===== src/rtl/uart_core.sv =====
// Full-duplex UART. The receiver oversamples 16x and takes a 2-of-3 vote at mid-bit.
// Received words go into a show-ahead FIFO, each tagged with its parity and framing error flags.
module uart_core #(
   parameter int P_SYSTEM_CLK     = 50_000_000,
   parameter int P_UART_BUADRATE  = 9600,
   parameter int P_UART_DATAWIDTH = 8,
   parameter int P_UART_STOPWIDTH = 1,
   parameter int P_UART_PARITY    = 0,
   parameter int P_RX_FIFO_DEPTH  = 16
) (
   input  logic                        i_clk,
   input  logic                        i_rst,
   input  logic                        i_uart_rx,
   output logic                        o_uart_tx,
   input  logic [P_UART_DATAWIDTH-1:0] i_user_tx_data,
   input  logic                        i_user_tx_valid,
   output logic                        o_user_tx_ready,
   output logic [P_UART_DATAWIDTH-1:0] o_user_rx_data,
   output logic                        o_user_rx_parity_err,
   output logic                        o_user_rx_frame_err,
   output logic                        o_user_rx_valid,
   input  logic                        i_user_rx_ready,
   output logic                        o_rx_overflow
);
   // state    | meaning
   // S_IDLE   | line idle, waiting for a low level
   // S_START  | start bit, false start rejected at mid-bit
   // S_DATA   | shifting in data bits, LSB first
   // S_PARITY | parity bit (never entered when parity is off)
   // S_STOP   | stop bit(s); word pushed at mid-bit of the last one

   localparam int DIV = P_SYSTEM_CLK / (P_UART_BUADRATE * 16);
   localparam int DW  = P_UART_DATAWIDTH;
   localparam int PB  = (P_UART_PARITY != 0) ? 1 : 0;
   localparam int NB  = DW + PB + P_UART_STOPWIDTH;
   localparam int AW  = (P_RX_FIFO_DEPTH > 1) ? $clog2(P_RX_FIFO_DEPTH) : 1;
   localparam int DVW = (DIV > 1) ? $clog2(DIV) : 1;

   if (DIV < 1) begin : g_div_chk
      $error("uart_core: system clock too slow for 16x oversampling at this baud rate");
   end

   function automatic logic par_bit(input logic [DW-1:0] d);
      par_bit = (P_UART_PARITY == 1) ? ~^d : ^d;
   endfunction

   logic [DVW-1:0] div_cnt;
   logic           tick;

   assign tick = (div_cnt == '0);

   always_ff @(posedge i_clk or negedge i_rst) begin
      if (!i_rst)    div_cnt <= '0;
      else if (tick) div_cnt <= DVW'(DIV - 1);
      else           div_cnt <= div_cnt - 1'b1;
   end

   logic [NB-1:0] tx_frame, tx_shift;
   logic [3:0]    tx_tcnt, tx_left;

   always_comb begin
      tx_frame           = '1;
      tx_frame[DW-1:0]   = i_user_tx_data;
      if (PB == 1) tx_frame[DW] = par_bit(i_user_tx_data);
   end

   // tx_left counts the bits still to go after the start bit
   always_ff @(posedge i_clk or negedge i_rst) begin
      if (!i_rst) begin
         o_uart_tx       <= 1'b1;
         o_user_tx_ready <= 1'b1;
         tx_shift        <= '1;
         tx_tcnt         <= '0;
         tx_left         <= '0;
      end else if (o_user_tx_ready) begin
         if (i_user_tx_valid) begin
            o_user_tx_ready <= 1'b0;
            o_uart_tx       <= 1'b0;
            tx_shift        <= tx_frame;
            tx_tcnt         <= '0;
            tx_left         <= 4'(NB);
         end
      end else if (tick) begin
         tx_tcnt <= tx_tcnt + 4'd1;
         if (tx_tcnt == 4'd15) begin
            if (tx_left == '0) begin
               o_user_tx_ready <= 1'b1;
               o_uart_tx       <= 1'b1;
            end else begin
               o_uart_tx <= tx_shift[0];
               tx_shift  <= {1'b1, tx_shift[NB-1:1]};
               tx_left   <= tx_left - 4'd1;
            end
         end
      end
   end

   typedef enum logic [2:0] {S_IDLE, S_START, S_DATA, S_PARITY, S_STOP} rx_state_t;
   rx_state_t rx_state, rx_next;

   logic [1:0]    rx_sync, rx_smp;
   logic          rx_s, rx_maj, rx_mid, rx_end, rx_last_stop, rx_push;
   logic [3:0]    rx_tcnt, rx_bidx;
   logic          rx_stop_idx, rx_perr, rx_ferr;
   logic [DW-1:0] rx_shift;

   assign rx_s         = rx_sync[1];
   assign rx_maj       = (rx_smp[1] & rx_smp[0]) | (rx_smp[1] & rx_s) | (rx_smp[0] & rx_s);
   assign rx_mid       = tick && (rx_tcnt == 4'd9);
   assign rx_end       = tick && (rx_tcnt == 4'd15);
   assign rx_last_stop = (rx_stop_idx == 1'(P_UART_STOPWIDTH - 1));

   always_ff @(posedge i_clk or negedge i_rst) begin
      if (!i_rst) begin
         rx_sync  <= 2'b11;
         rx_state <= S_IDLE;
      end else begin
         rx_sync  <= {rx_sync[0], i_uart_rx};
         rx_state <= rx_next;
      end
   end

   always_comb begin
      rx_next = rx_state;
      rx_push = 1'b0;
      case (rx_state)
         S_IDLE:   if (!rx_s) rx_next = S_START;
         S_START: begin
            if (rx_mid && rx_maj) rx_next = S_IDLE;
            else if (rx_end)      rx_next = S_DATA;
         end
         S_DATA:   if (rx_end && rx_bidx == 4'(DW - 1)) rx_next = (PB == 1) ? S_PARITY : S_STOP;
         S_PARITY: if (rx_end) rx_next = S_STOP;
         S_STOP: begin
            if (rx_mid && rx_last_stop) begin
               rx_push = 1'b1;
               rx_next = S_IDLE;
            end
         end
         default:  rx_next = S_IDLE;
      endcase
   end

   always_ff @(posedge i_clk or negedge i_rst) begin
      if (!i_rst) begin
         rx_tcnt     <= '0;
         rx_bidx     <= '0;
         rx_smp      <= 2'b11;
         rx_shift    <= '0;
         rx_stop_idx <= 1'b0;
         rx_perr     <= 1'b0;
         rx_ferr     <= 1'b0;
      end else if (rx_state == S_IDLE) begin
         rx_tcnt     <= '0;
         rx_bidx     <= '0;
         rx_stop_idx <= 1'b0;
         rx_perr     <= 1'b0;
         rx_ferr     <= 1'b0;
      end else if (tick) begin
         rx_tcnt <= rx_tcnt + 4'd1;
         if (rx_tcnt == 4'd7 || rx_tcnt == 4'd8) rx_smp <= {rx_smp[0], rx_s};
         if (rx_tcnt == 4'd9) begin
            case (rx_state)
               S_DATA:   rx_shift <= {rx_maj, rx_shift[DW-1:1]};
               S_PARITY: rx_perr  <= (rx_maj != par_bit(rx_shift));
               S_STOP:   if (!rx_maj) rx_ferr <= 1'b1;
               default:  ;
            endcase
         end
         if (rx_tcnt == 4'd15) begin
            if (rx_state == S_DATA) rx_bidx     <= rx_bidx + 4'd1;
            if (rx_state == S_STOP) rx_stop_idx <= ~rx_stop_idx;
         end
      end
   end

   logic [DW+1:0] fifo_mem [P_RX_FIFO_DEPTH];
   logic [DW+1:0] fifo_wdata, fifo_head;
   logic [AW-1:0] wr_ptr, rd_ptr;
   logic [AW:0]   fifo_cnt;
   logic          fifo_pop, fifo_full, push_ok;

   // frame_err folds in the vote of the final stop bit, which is taken in the same cycle as the push
   assign fifo_wdata = {rx_perr, rx_ferr | ~rx_maj, rx_shift};
   assign fifo_full  = (fifo_cnt == (AW+1)'(P_RX_FIFO_DEPTH));
   assign fifo_pop   = o_user_rx_valid && i_user_rx_ready;
   assign push_ok    = rx_push && (!fifo_full || fifo_pop);
   assign fifo_head  = fifo_mem[rd_ptr];

   always_ff @(posedge i_clk) begin
      if (push_ok) fifo_mem[wr_ptr] <= fifo_wdata;
   end

   always_ff @(posedge i_clk or negedge i_rst) begin
      if (!i_rst) begin
         wr_ptr        <= '0;
         rd_ptr        <= '0;
         fifo_cnt      <= '0;
         o_rx_overflow <= 1'b0;
      end else begin
         o_rx_overflow <= rx_push && fifo_full && !fifo_pop;
         if (push_ok)  wr_ptr <= wr_ptr + 1'b1;
         if (fifo_pop) rd_ptr <= rd_ptr + 1'b1;
         case ({push_ok, fifo_pop})
            2'b10:   fifo_cnt <= fifo_cnt + 1'b1;
            2'b01:   fifo_cnt <= fifo_cnt - 1'b1;
            default: fifo_cnt <= fifo_cnt;
         endcase
      end
   end

   assign o_user_rx_valid      = (fifo_cnt != '0);
   assign o_user_rx_data       = o_user_rx_valid ? fifo_head[DW-1:0] : '0;
   assign o_user_rx_frame_err  = o_user_rx_valid & fifo_head[DW];
   assign o_user_rx_parity_err = o_user_rx_valid & fifo_head[DW+1];

endmodule


===== config.mk =====
export PLATFORM = sky130hd
export DESIGN_NAME = uart_core
export DESIGN_NICKNAME = d
export VERILOG_FILES = /design/src/rtl/uart_core.sv
export SDC_FILE = /design/constraint.sdc
export NUM_CORES = 1
export LEC_CHECK = 0
export CAP_MARGIN = 20
export CORE_MARGIN = 2
export CORE_UTILIZATION = 47
export CTS_BUF_LIST = sky130_fd_sc_hd__clkbuf_8
export DETAILED_ROUTE_END_ITERATION = 8
export PLACE_DENSITY = 0.77
export SLEW_MARGIN = 10
export SYNTH_ARGS = -nofsm -noshare
export SYNTH_HDL_FRONTEND = slang
export SYNTH_SLANG_ARGS = --single-unit

===== constraint.sdc =====
create_clock -name i_clk -period 3.2 [get_ports i_clk]
set_input_delay 0.48 -clock i_clk [delete_from_list [all_inputs] [get_ports i_clk]]
set_output_delay 0.48 -clock i_clk [all_outputs]
set_load 0.01 [all_outputs]

==> results by group, run 1 <==
Status
  • Status: complete, no violations

Clock network
  • Cts hold-fix bufs: 0
  • TritonCTS clock tree: done
  • CTS max path bufs: 3
  • Reg clk slew, reported paths: roughly 0.060 ns
  • Clock Sinks: around 230
  • H-tree levels: 2
  • Root Driver: clkbuf_8
  • Clk_lat worst skew: 0.54 ns
  • Num CTS Buffers: 38

Min path
  • Hold WC Path Type: in -> async

Pwr
  • Int Pwr: 4890 uW
  • Combinational power share: about 15%
  • Peak supply drop: between 400 and 500 uV
  • P_sw: approximately 1700 uW
  • Clock share of power: 34.9%
  • Sequential share of power: 50.3%
  • PwrDens: between 500 and 600 nW/um^2
  • Switch share: between 20% and 30%
  • Leak: approximately 0.0043 uW

Critical path
  • CP Launch Point: rd_ptr[0]
  • Worst R2R Start: div_cnt[0]
  • Crit. End Element: output port
  • Crit-path max FO: 24
  • Worst path required time: approximately 2.7 ns
  • CP arrival: roughly 2.6 ns
  • Slowest cell on the critical path: mux4_2
  • Critical-path cell list: buf_12 -> mux4_2 -> mux4_2 -> nor2b_1 -> dlygate4sd2_1
  • Startpoint types: flop
  • R2R cell count: 11
  • CP max stage delay: around 0.55 ns
  • Internal reg-to-reg setup slack: 0.20 ns
  • Worst path most repeated cell: mux4_2
  • Crit Path Category: reg -> out
  • Reg-to-reg endpoint: fifo_cnt[4]

Synth
  • Warnings, synthesis: 0
  • Area of the mapped netlist: roughly 9600 um^2
  • Post-Syn Nets: around 610
  • Area contributors post-synth: edfxtp_1 (50%), dfrtp_1 (14%), mux4_2 (12%)
  • Register area share after synthesis: between 60% and 70%
  • Area leader, netlist: edfxtp_1
  • Yosys reg bits: around 230
  • Synth Flop Type: edfxtp_1
  • Largest family of logic cells by synthesized area: multiplexers
  • Number of synthesized flops with an enable pin: 160
  • FFs w/ async S/R, synth: between 20 and 30%
  • Simple-gate area share of the yosys netlist: between 7 and 8%
  • Post-synthesis compound-gate area fraction: 3.17%
  • Adder-Cell Fraction of Synth Area: 2.43%
  • Mean area per synthesized cell: about 17 um^2
  • Post-synth top area share: 50.2%
  • Post-synthesis mux area share: about 14%
  • Post-Synth XOR/XNOR Area: roughly 2.8%
  • Gate Count Post-Synth: about 580
  • Yosys cell types: between 50 and 60

Timing
  • RSZ-0062 raised after global routing: no
  • Least-Margin Pin Slew: around 0.83 ns
  • Hold slack: 0.133 ns
  • Setup TNS: 0 ns
  • Post-Route Skew: ~0.035 ns
  • Pins over their slew limit: 0
  • Top achievable clock speed: 0.324 GHz
  • Final Cycle Share: approximately 96%
  • Final Critical Period: slightly above 3 ns
  • Worst rel slew slack: between 40% and 50%
  • Endpoints failing hold: 0
  • Final setup fails: 0

Route
  • Initial drt markers: 363
  • Post-route ant nets: 0
  • Via total after detailed routing: roughly 5300
  • WL/cell: between 15 and 20 um
  • Top Layer Used: met4
  • Router iterations before antenna repair: 5
  • Vias/cell: about 5.6
  • Post-Route M1 WL: between 7000 and 8000 um
  • DR WL met3: 1060 um
  • Routed wl met2: between 9000 and 10000 um
  • Total Wirelength: 18900 um
  • DRC Markers: 0

Global route
  • Vias in the first global route: 5585
  • GRT Util Overall: 18.2%
  • Largest net degree at the start of global routing: a little under 70
  • Initial antenna violation count: 0
  • First-pass GRT wire length: approximately 30000 um
  • Global route total overflow: 0

Floorplan
  • Initial Util: between 40% and 50%
  • I/O pin total: 27
  • Die W: 147 um
  • DIE HEIGHT: 147 um
  • DIE AREA: about 22000 um^2
  • Rows: 52
  • Core Region: approximately 20000 um^2

Job
  • MaxCap Viol Count: 0

Finish
  • P&R area growth vs syn: 14.9%
  • Commonest non-fill, non-tap cell in the layout: edfxtp_1
  • Final Cell Area: roughly 11000 um^2
  • Ant diodes: 0
  • Fin nets: a little under 700
  • Share of cells above drive strength 1: between 20% and 30%
  • Most frequent cells in the layout: edfxtp_1 (160), dfrtp_1 (52), mux4_2 (50)

Placement
  • RePlAce Congestion: roughly 0.8
  • DP Wirelength: around 12000 um
  • Placed cell area: approximately 10000 um^2
  • Port bufs: 26
-- cell usage after synthesis, types with 2 or more instances --
cell type	n
a31oi_1	4
nand2b_1	3
buf_2	7
mux2_2	4
clkbuf_1	13
inv_1	15
or4_1	2
edfxtp_1	160
or4b_1	2
nor4b_1	2
xnor2_1	23
nand2_1	39
nor2_1	38
buf_6	2
mux4_2	50
nor3_1	10
mux2i_1	11
dfstp_2	14
a21o_1	2
nand3b_1	2
ha_1	17
nand4_1	6
xor2_1	8
mux2_4	7
nand3_1	7
a21oi_1	11
nor2b_1	13
nor4_1	3
buf_1	3
o21ai_0	21
o31ai_1	5
dfrtp_1	53
-- worst max-delay path by stage --
stage	to	slack (ns)
global placement	fifo_cnt[4]	0.31
global route	o_user_rx_data[2]	0.004
detailed placement	fifo_cnt[4]	0.21
floorplan	fifo_mem[3][0]	0.12
finish	o_user_rx_data[2]	0.11
CTS	o_user_rx_data[2]	0.06
-- worst max-delay path, delay by kind of cell, from the launching register on --
family,cells,cell delay (ns)
simple gates,1,0.14
buf+inv,2,0.51
mux,2,1.01
flops,1,0.41
-- metal layers --
| metal | up-vias | GRT usage (%) |
|---|---|---|
| li1 | 2348 | - |
| met1 | 2734 | 21.6 |
| met2 | 154 | 32.5 |
| met3 | 45 | 3.60 |
| met4 | 0 | 7.48 |
| met5 | - | 0 |
-- final cells by class --
class | instances | area (um^2)
multi-input cells | 310 | 2900
inverters | 15 | 56.3
well taps | 270 | 338
clock inverters | 28 | 130
fillers | 1542 | 9090
flip-flops and latches | 227 | 6500
repair buffers | 58 | 520
clock buffers | 41 | 564
-- power by group through the flow --
stage / combinational, uW / sequential, uW / clock (uW)
2_1_floorplan: 742 / 3310 / 0
3_3_place_gp: 965 / 3370 / 0
3_5_place_dp: 992 / 3380 / 0
4_1_cts: 999 / 3320 / 2370
5_1_grt: 1070 / 3330 / 2510
6_report: 971 / 3320 / 2300
-- flip-flops by register name (all words and copies together), names as in the netlist, 4 cells and up --
name	cells
wr_ptr	4
tx_shift	8
rx_shift	8
div_cnt	9
rx_bidx	4
fifo_cnt	5
rx_tcnt	4
fifo_mem	160
rd_ptr	4
tx_tcnt	4
tx_left	4
-- cell families after synthesis --
kind of cell / after synthesis
flip-flops: 227
multiplexers: 72
AND/OR/NAND/NOR: 138
XOR/XNOR: 31
AO/OA/AOI/OAI: 51
buffers and inverters: 41
adder cells (fa/ha/maj): 18
-- stage by stage --
stage	cells	total power, uW	util (%)	setup slack, ns
2_1_floorplan	578	4060	-	0.120
3_3_place_gp	879	4330	51.3	0.307
3_5_place_dp	879	4370	51.3	0.212
4_1_cts	949	6680	54.8	0.0636
5_1_grt	949	6900	54.8	0.00437
6_report	949	6590	54.8	0.114
-- timing repair --
action / CTS / global route
setup endpoints to repair: 10 / 0
resized for setup: 10 / 0
setup buffers: 1 / 0
No activity file was read; power rests on OpenSTA's default activity.
==> inputs of run 2 (changes only) <==
--- a/config.mk
+++ b/config.mk
@@ -5,13 +5,14 @@
 export SDC_FILE = /design/constraint.sdc
 export NUM_CORES = 1
 export LEC_CHECK = 0
-export CAP_MARGIN = 20
 export CORE_MARGIN = 2
 export CORE_UTILIZATION = 47
 export CTS_BUF_LIST = sky130_fd_sc_hd__clkbuf_8
 export DETAILED_ROUTE_END_ITERATION = 8
+export HOLD_SLACK_MARGIN = 0.12
 export PLACE_DENSITY = 0.77
 export SLEW_MARGIN = 10
 export SYNTH_ARGS = -nofsm -noshare
 export SYNTH_HDL_FRONTEND = slang
 export SYNTH_SLANG_ARGS = --single-unit
+export TNS_END_PERCENT = 1
==> results by group, run 2 (same netlist as run 1, synthesis figures left out) <==
Global route
  • Largest net degree at the start of global routing: 68 (unchanged)
  • Global route total overflow: 0 (unchanged)
  • Initial antenna violation count: 0 (unchanged)
  • GRT Util Overall: 18.2% (about the same)
  • First-pass GRT wire length: 29900 um (was 30000 um)
  • Vias in the first global route: 5583 (was 5585)

Critical path
  • Largest delay share family, worst path: multiplexers (unchanged)
  • Worst path required time: 2.72 ns (about the same)
  • Crit Path Category: reg -> out (unchanged)
  • Startpoint types: flop (unchanged)
  • CP arrival: 2.61 ns (about the same)
  • Slowest cell on the critical path: mux4_2 (unchanged)
  • R2R cell count: 11 (unchanged)
  • Reg-to-reg endpoint: fifo_cnt[4] (unchanged)
  • Worst R2R Start: div_cnt[0] (unchanged)
  • Crit. End Element: output port (unchanged)
  • Crit-path max FO: 24 (unchanged)
  • Critical-path cell list: buf_12 -> mux4_2 -> mux4_2 -> nor2b_1 -> dlygate4sd2_1 (unchanged)
  • WP buf/inv: 2 (unchanged)
  • CP max stage delay: 0.55 ns (about the same)
  • Worst path most repeated cell: mux4_2 (unchanged)
  • Internal reg-to-reg setup slack: 0.20 ns (about the same)

Floorplan
  • DIE AREA: 21500 um^2 (unchanged)
  • Die W: 147 um (unchanged)
  • DIE HEIGHT: 147 um (unchanged)
  • Initial Util: 47.7% (unchanged)
  • Core Region: 20100 um^2 (unchanged)
  • Rows: 52 (unchanged)
  • I/O pin total: 27 (unchanged)

Placement
  • Port bufs: 26 (unchanged)
  • DP Wirelength: 11700 um (unchanged)
  • Dpl cells: 879 (unchanged)
  • Worst slack, placed: 0.212 ns (unchanged)
  • RePlAce Congestion: 0.799 (unchanged)

Status
  • Status: complete, no violations (unchanged)

Timing
  • Top achievable clock speed: 0.323 GHz (was 0.324 GHz)
  • Endpoints failing hold: 0 (unchanged)
  • Post-Route Skew: 0.0335 ns (was 0.0347 ns)
  • Final Critical Period: 3.09 ns (about the same)
  • Setup TNS: 0 ns (unchanged)
  • Worst rel slew slack: 44.5% (was 44.7%)
  • Hold slack: 0.133 ns (about the same)
  • Final setup fails: 0 (unchanged)
  • RSZ-0062 raised after global routing: no (unchanged)
  • Pins over their slew limit: 0 (unchanged)
  • Least-Margin Pin Slew: 0.833 ns (was 0.829 ns)
  • Final Cycle Share: 96.6% (was 96.4%)
  • Final setup margin: 0.108 ns (was 0.114 ns)

Clock network
  • Post-CTS Repair Setup Buffers: 0 (was 1)
  • Root Driver: clkbuf_8 (unchanged)
  • TritonCTS clock tree: done (unchanged)
  • Num CTS Buffers: 38 (unchanged)
  • Clk_lat worst skew: 0.54 ns (about the same)
  • H-tree levels: 2 (unchanged)
  • CTS max path bufs: 3 (unchanged)
  • Reg clk slew, reported paths: 0.06 ns (about the same)
  • Cts hold-fix bufs: 0 (unchanged)
  • Clock Sinks: 227 (unchanged)

Finish
  • Fin nets: 680 (was 681)
  • Top flop regs: fifo_mem x160, div_cnt x9 (unchanged)
  • Share of cells above drive strength 1: 24.0% (was 24.2%)
  • Most frequent cells in the layout: edfxtp_1 (160), dfrtp_1 (52), mux4_2 (50) (unchanged)
  • Commonest non-fill, non-tap cell in the layout: edfxtp_1 (unchanged)
  • Number of flip-flops in the largest register: 160 (unchanged)
  • Layout Cells excl Fill: 948 (was 949)
  • P&R area growth vs syn: 14.8% (was 14.9%)
  • Most flops, register: fifo_mem (unchanged)
  • Ant diodes: 0 (unchanged)

Route
  • Vias/cell: 5.56 (about the same)
  • Router iterations before antenna repair: 5 (unchanged)
  • WL/cell: 19.9 um (about the same)
  • Initial drt markers: 356 (was 363)
  • Via total after detailed routing: 5274 (was 5281)
  • DRC Markers: 0 (unchanged)
  • Total Wirelength: 18800 um (was 18900 um)
  • Post-route ant nets: 0 (unchanged)

Pwr
  • PwrDens: 598 nW/um^2 (was 599 nW/um^2)
  • Leak: 0.00432 uW (about the same)
  • Peak supply drop: 452 uV (was 430 uV)

Job
  • MaxCap Viol Count: 0 (unchanged)

Min path
  • Hold WC Path Type: in -> async (unchanged)
[run 2: how the worst max path moves through the flow]
stage	start	end	slack (ns)	cells after the start
finish	rd_ptr[0]	o_user_rx_data[2]	0.11	5
global route	rd_ptr[0]	o_user_rx_data[2]	0.004	5
CTS	rd_ptr[0]	o_user_rx_data[2]	0.06	5
detailed placement	div_cnt[0]	fifo_cnt[4]	0.21	11
global placement	div_cnt[0]	fifo_cnt[4]	0.31	11
floorplan	div_cnt[0]	fifo_mem[3][0]	0.12	9
[run 2: area by class of cell]
class / instances / area [um^2]
tap: 270 / 338
timing repair buffer: 57 / 513
sequential: 227 / 6500
clock inverter: 28 / 130
fill: 1543 / 9100
clock buffer: 41 / 564
inverter: 15 / 56.3
multi-input combinational: 310 / 2900
[run 2: metrics by stage]
step | utilization [%] | power, uW | instance area (um^2)
floorplan | - | 4060 | 9580
global placement | 51.3 | 4330 | 10300
detailed placement | 51.3 | 4370 | 10300
CTS | 54.7 | 6680 | 11000
global route | 54.7 | 6890 | 11000
finish | 54.7 | 6580 | 11000
[run 2: report_power, final]
| group | internal, uW | switching [uW] | total, uW |
|---|---|---|---|
| clock network | 1190 | 1110 | 2300 |
| logic | 481 | 478 | 959 |
| registers | 3210 | 105 | 3320 |
[run 2: timing repair]
action / in CTS / in global routing
endpoints found under the setup margin: 10 / 0
resized for setup: 10 / 0
hold endpoints to repair: 0 / 0
[run 2: worst reg2reg max path: stages (launching register included)]
cell,delay (ns)
dfrtp_1,0.40
inv_1,0.11
ha_1,0.20
or4b_1,0.51
nor4_4,0.36
nor2_1,0.15
ha_1,0.34
nor2b_1,0.14
o21ai_0,0.20
nor4b_1,0.27
a31oi_1,0.09
xnor2_1,0.13
[run 2: per-layer routing]
metal  vias up  wire (um)  global-route usage (%)
met5         -          0                       0
met2       156       9900                    32.5
met4         0        635                    7.48
li1       2346          -                       -
met1      2725       7260                    21.6
met3        47       1030                    3.60
==> inputs of run 3 (changes only) <==
--- a/config.mk
+++ b/config.mk
@@ -5,12 +5,14 @@
 export SDC_FILE = /design/constraint.sdc
 export NUM_CORES = 1
 export LEC_CHECK = 0
+export ABC_AREA = 1
 export CORE_MARGIN = 2
 export CORE_UTILIZATION = 47
 export CTS_BUF_LIST = sky130_fd_sc_hd__clkbuf_8
 export DETAILED_ROUTE_END_ITERATION = 8
 export HOLD_SLACK_MARGIN = 0.12
 export PLACE_DENSITY = 0.77
+export RECOVER_POWER = 25
 export SLEW_MARGIN = 10
 export SYNTH_ARGS = -nofsm -noshare
 export SYNTH_HDL_FRONTEND = slang
==> results by group, run 3 <==
Synth
  • Adder-Cell Fraction of Synth Area: 2.38% (was 2.43%)
  • Area of the mapped netlist: 9760 um^2 (was 9580 um^2)
  • Post-synthesis mux area share: 0.115% (was 14.5%)
  • Largest family of logic cells by synthesized area: compound AO/OA/AOI/OAI gates (was multiplexers)
  • Area contributors post-synth: edfxtp_1 (49%), dfrtp_1 (14%), o21ai_0 (5.3%) (was edfxtp_1 (50%), dfrtp_1 (14%), mux4_2 (12%))
  • Simple-gate area share of the yosys netlist: 12.5% (was 7.37%)
  • Mean area per synthesized cell: 11.3 um^2 (was 16.6 um^2)
  • Gate Count Post-Synth: 861 (was 578)
  • Post-Syn Nets: 892 (was 609)
  • Post-Synth XOR/XNOR Area: 1.60% (was 2.83%)
  • Post-synth top area share: 49.2% (was 50.2%)
  • Yosys cell types: 43 (was 53)
  • Number of synthesized flops with an enable pin: 160 (unchanged)
  • FFs w/ async S/R, synth: 29.5% (unchanged)
  • Area leader, netlist: edfxtp_1 (unchanged)
  • Commonest cells in the netlist: edfxtp_1 (160), nor2_1 (131), o21ai_0 (104) (was edfxtp_1 (160), dfrtp_1 (53), mux4_2 (50))
  • Post-synthesis compound-gate area fraction: 12.6% (was 3.17%)
  • Yosys reg bits: 227 (unchanged)
  • Warnings, synthesis: 0 (unchanged)
  • Synth Flop Type: edfxtp_1 (unchanged)
  • Count leader, synth: edfxtp_1 (unchanged)
  • Register area share after synthesis: 66.6% (was 67.8%)

Floorplan
  • Core Region: 20300 um^2 (was 20100 um^2)
  • DIE HEIGHT: 148 um (was 147 um)
  • Die W: 148 um (was 147 um)
  • I/O pin total: 27 (unchanged)
  • DIE AREA: 21900 um^2 (was 21500 um^2)
  • Initial Util: 48.1% (was 47.7%)
  • Rows: 52 (unchanged)

Clock network
  • Cts hold-fix bufs: 0 (unchanged)
  • Root Driver: clkbuf_8 (unchanged)
  • H-tree levels: 2 (unchanged)
  • CTS max path bufs: 3 (unchanged)
  • TritonCTS clock tree: done (unchanged)
  • Num CTS Buffers: 37 (was 38)
  • Clock Sinks: 227 (unchanged)
  • Clk_lat worst skew: 0.53 ns (was 0.54 ns)
  • Reg clk slew, reported paths: 0.06 ns (about the same)

Pwr
  • Peak supply drop: 377 uV (was 452 uV)
  • Leak: 0.00454 uW (was 0.00432 uW)
  • Int Pwr: 5320 uW (was 4890 uW)
  • Sequential share of power: 41.2% (was 50.4%)
  • P_sw: 2640 uW (was 1700 uW)
  • Combinational power share: 30.8% (was 14.6%)
  • Clock share of power: 28.1% (was 35.0%)
  • PwrDens: 717 nW/um^2 (was 598 nW/um^2)
  • Switch share: 33.1% (was 25.8%)

Global route
  • Initial antenna violation count: 0 (unchanged)
  • Vias in the first global route: 6371 (was 5583)
  • Largest net degree at the start of global routing: 85 (was 68)
  • First-pass GRT wire length: 32400 um (was 29900 um)
  • Global route total overflow: 0 (unchanged)
  • GRT Util Overall: 18.9% (was 18.2%)

Timing
  • Top achievable clock speed: 0.316 GHz (was 0.323 GHz)
  • Final Cycle Share: 98.8% (was 96.6%)
  • Post-Route Skew: 0.0175 ns (was 0.0335 ns)
  • Endpoints failing hold: 0 (unchanged)
  • Pins over their slew limit: 68 (was 0)
  • Worst rel slew slack: -9.17% (was 44.5%)
  • RSZ-0062 raised after global routing: yes (was no)
  • Final Critical Period: 3.16 ns (was 3.09 ns)
  • Least-Margin Pin Slew: 1.64 ns (was 0.833 ns)
  • Final setup margin: 0.0378 ns (was 0.108 ns)
  • Final setup fails: 0 (unchanged)
  • Hold slack: 0.357 ns (was 0.133 ns)

Placement
  • Placed cell area: 10400 um^2 (was 10300 um^2)
  • Dpl cells: 1147 (was 879)
  • DP Wirelength: 12300 um (was 11700 um)
  • Worst slack, placed: 0.523 ns (was 0.212 ns)
  • Port bufs: 26 (unchanged)
  • RePlAce Congestion: 0.867 (was 0.799)

Finish
  • Most frequent cells in the layout: edfxtp_1 (160), nor2_1 (131), o21ai_0 (103) (was edfxtp_1 (160), dfrtp_1 (52), mux4_2 (50))
  • Commonest non-fill, non-tap cell in the layout: edfxtp_1 (unchanged)
  • Post-layout util: 54.7% (about the same)
  • Number of flip-flops in the largest register: 160 (unchanged)
  • Layout Cells excl Fill: 1212 (was 948)
  • Top flop regs: fifo_mem x160, div_cnt x9 (unchanged)
  • Storage cell area: 6500 um^2 (unchanged)
  • Ant diodes: 0 (unchanged)
  • Fin nets: 948 (was 680)
  • P&R area growth vs syn: 13.8% (was 14.8%)
  • Final Cell Area: 11100 um^2 (was 11000 um^2)
  • Most flops, register: fifo_mem (unchanged)
  • Share of cells above drive strength 1: 13.1% (was 24.0%)
  • Multi-input logic area: 2860 um^2 (was 2900 um^2)
  • Fillers: 1668 (was 1543)

Min path
  • Hold WC Path Type: reg -> reg (was in -> async)

Route
  • DRC Markers: 0 (unchanged)
  • Initial drt markers: 531 (was 356)
  • Via total after detailed routing: 6645 (was 5274)
  • Total Wirelength: 20600 um (was 18800 um)
  • WL/cell: 17.0 um (was 19.9 um)
  • Vias/cell: 5.48 (was 5.56)
  • Post-route ant nets: 0 (unchanged)
  • Router iterations before antenna repair: 8 (was 5)

Critical path
  • CP arrival: 2.68 ns (was 2.61 ns)
  • Crit Path Category: reg -> out (unchanged)
  • Startpoint types: flop (unchanged)
  • Crit-path max FO: 33 (was 24)
  • Crit. End Element: output port (unchanged)
  • Worst path required time: 2.72 ns (about the same)

Status
  • Failing checks: max-capacitance violations, max-slew violations
  • Status: complete, but fails checks (was complete, no violations)

Job
  • MaxCap Viol Count: 1 (was 0)
## run 3: path summary, 6_finish.rpt
| check | start | to | slack, ns | depth (start not counted) |
|---|---|---|---|---|
| max | rd_ptr[0] | o_user_rx_frame_err | 0.04 | 7 |
| min | rx_sync[0] | rx_sync[1] | 0.36 | 0 |
| max reg2reg | div_cnt[0] | fifo_cnt[4] | 0.59 | 18 |
| min reg2reg | rx_sync[0] | rx_sync[1] | 0.36 | 0 |
| max in group asynchronous | i_rst | rd_ptr[0] | 1.66 | 2 |
| min in group asynchronous | i_rst | tx_left[0] | 0.45 | 2 |
## run 3: layer usage
metal | part of all wire (%) | routed length [um] | global-route usage (%)
met5 | 0 | 0 | 0
met4 | 2.8 | 585 | 7.71
met3 | 7.6 | 1560 | 3.83
met2 | 47 | 9580 | 29.8
met1 | 43 | 8840 | 26.0
## run 3: stage by stage
stage / setup TNS [ns] / power [uW]
3_3_place_gp: 0 / 5650
6_report: 0 / 7960
2_1_floorplan: 0 / 4850
3_5_place_dp: 0 / 5700
5_1_grt: -0.0621 / 8380
4_1_cts: 0 / 7920
## run 3: power groups by stage
stage	clock, uW	sequential (uW)	combinational (uW)
6_report	2230	3280	2450
5_1_grt	2410	3290	2680
4_1_cts	2270	3280	2370
3_5_place_dp	0	3330	2370
3_3_place_gp	0	3330	2320
2_1_floorplan	0	3320	1520
## run 3: final cells by class
type                    instances  share of cell area, %
multi-input cells             530                   25.7
clock buffers                  40                   4.95
inverters                      67                   2.27
clock inverters                24                  0.923
flip-flops and latches        227                   58.5
well taps                     270                   3.04
repair buffers                 54                   4.58
## run 3: cells by family after synthesis
kind of cell,count (synthesis)
simple gates,284
fa+ha+maj,18
compound gates,210
buf+inv,104
flops,227
xor+xnor,17
mux,1
## run 3: repair_timing
| action | 4_1_cts | 5_1_grt |
|---|---|---|
| buffers inserted | 0 | 0 |
| gates resized for setup | 0 | 3 |
| endpoints found under the hold margin | 0 | 0 |
| setup endpoints to repair | 0 | 7 |
## run 3: worst max-delay path, stage by stage, from the launching register on
cell and delay, ns:
dfrtp_2 0.44, inv_2 0.16, buf_12 0.21, o21ai_0 0.16
o221ai_1 0.21, nand3_1 0.11, a21oi_1 0.27, clkdlybuf4s50_1 0.60
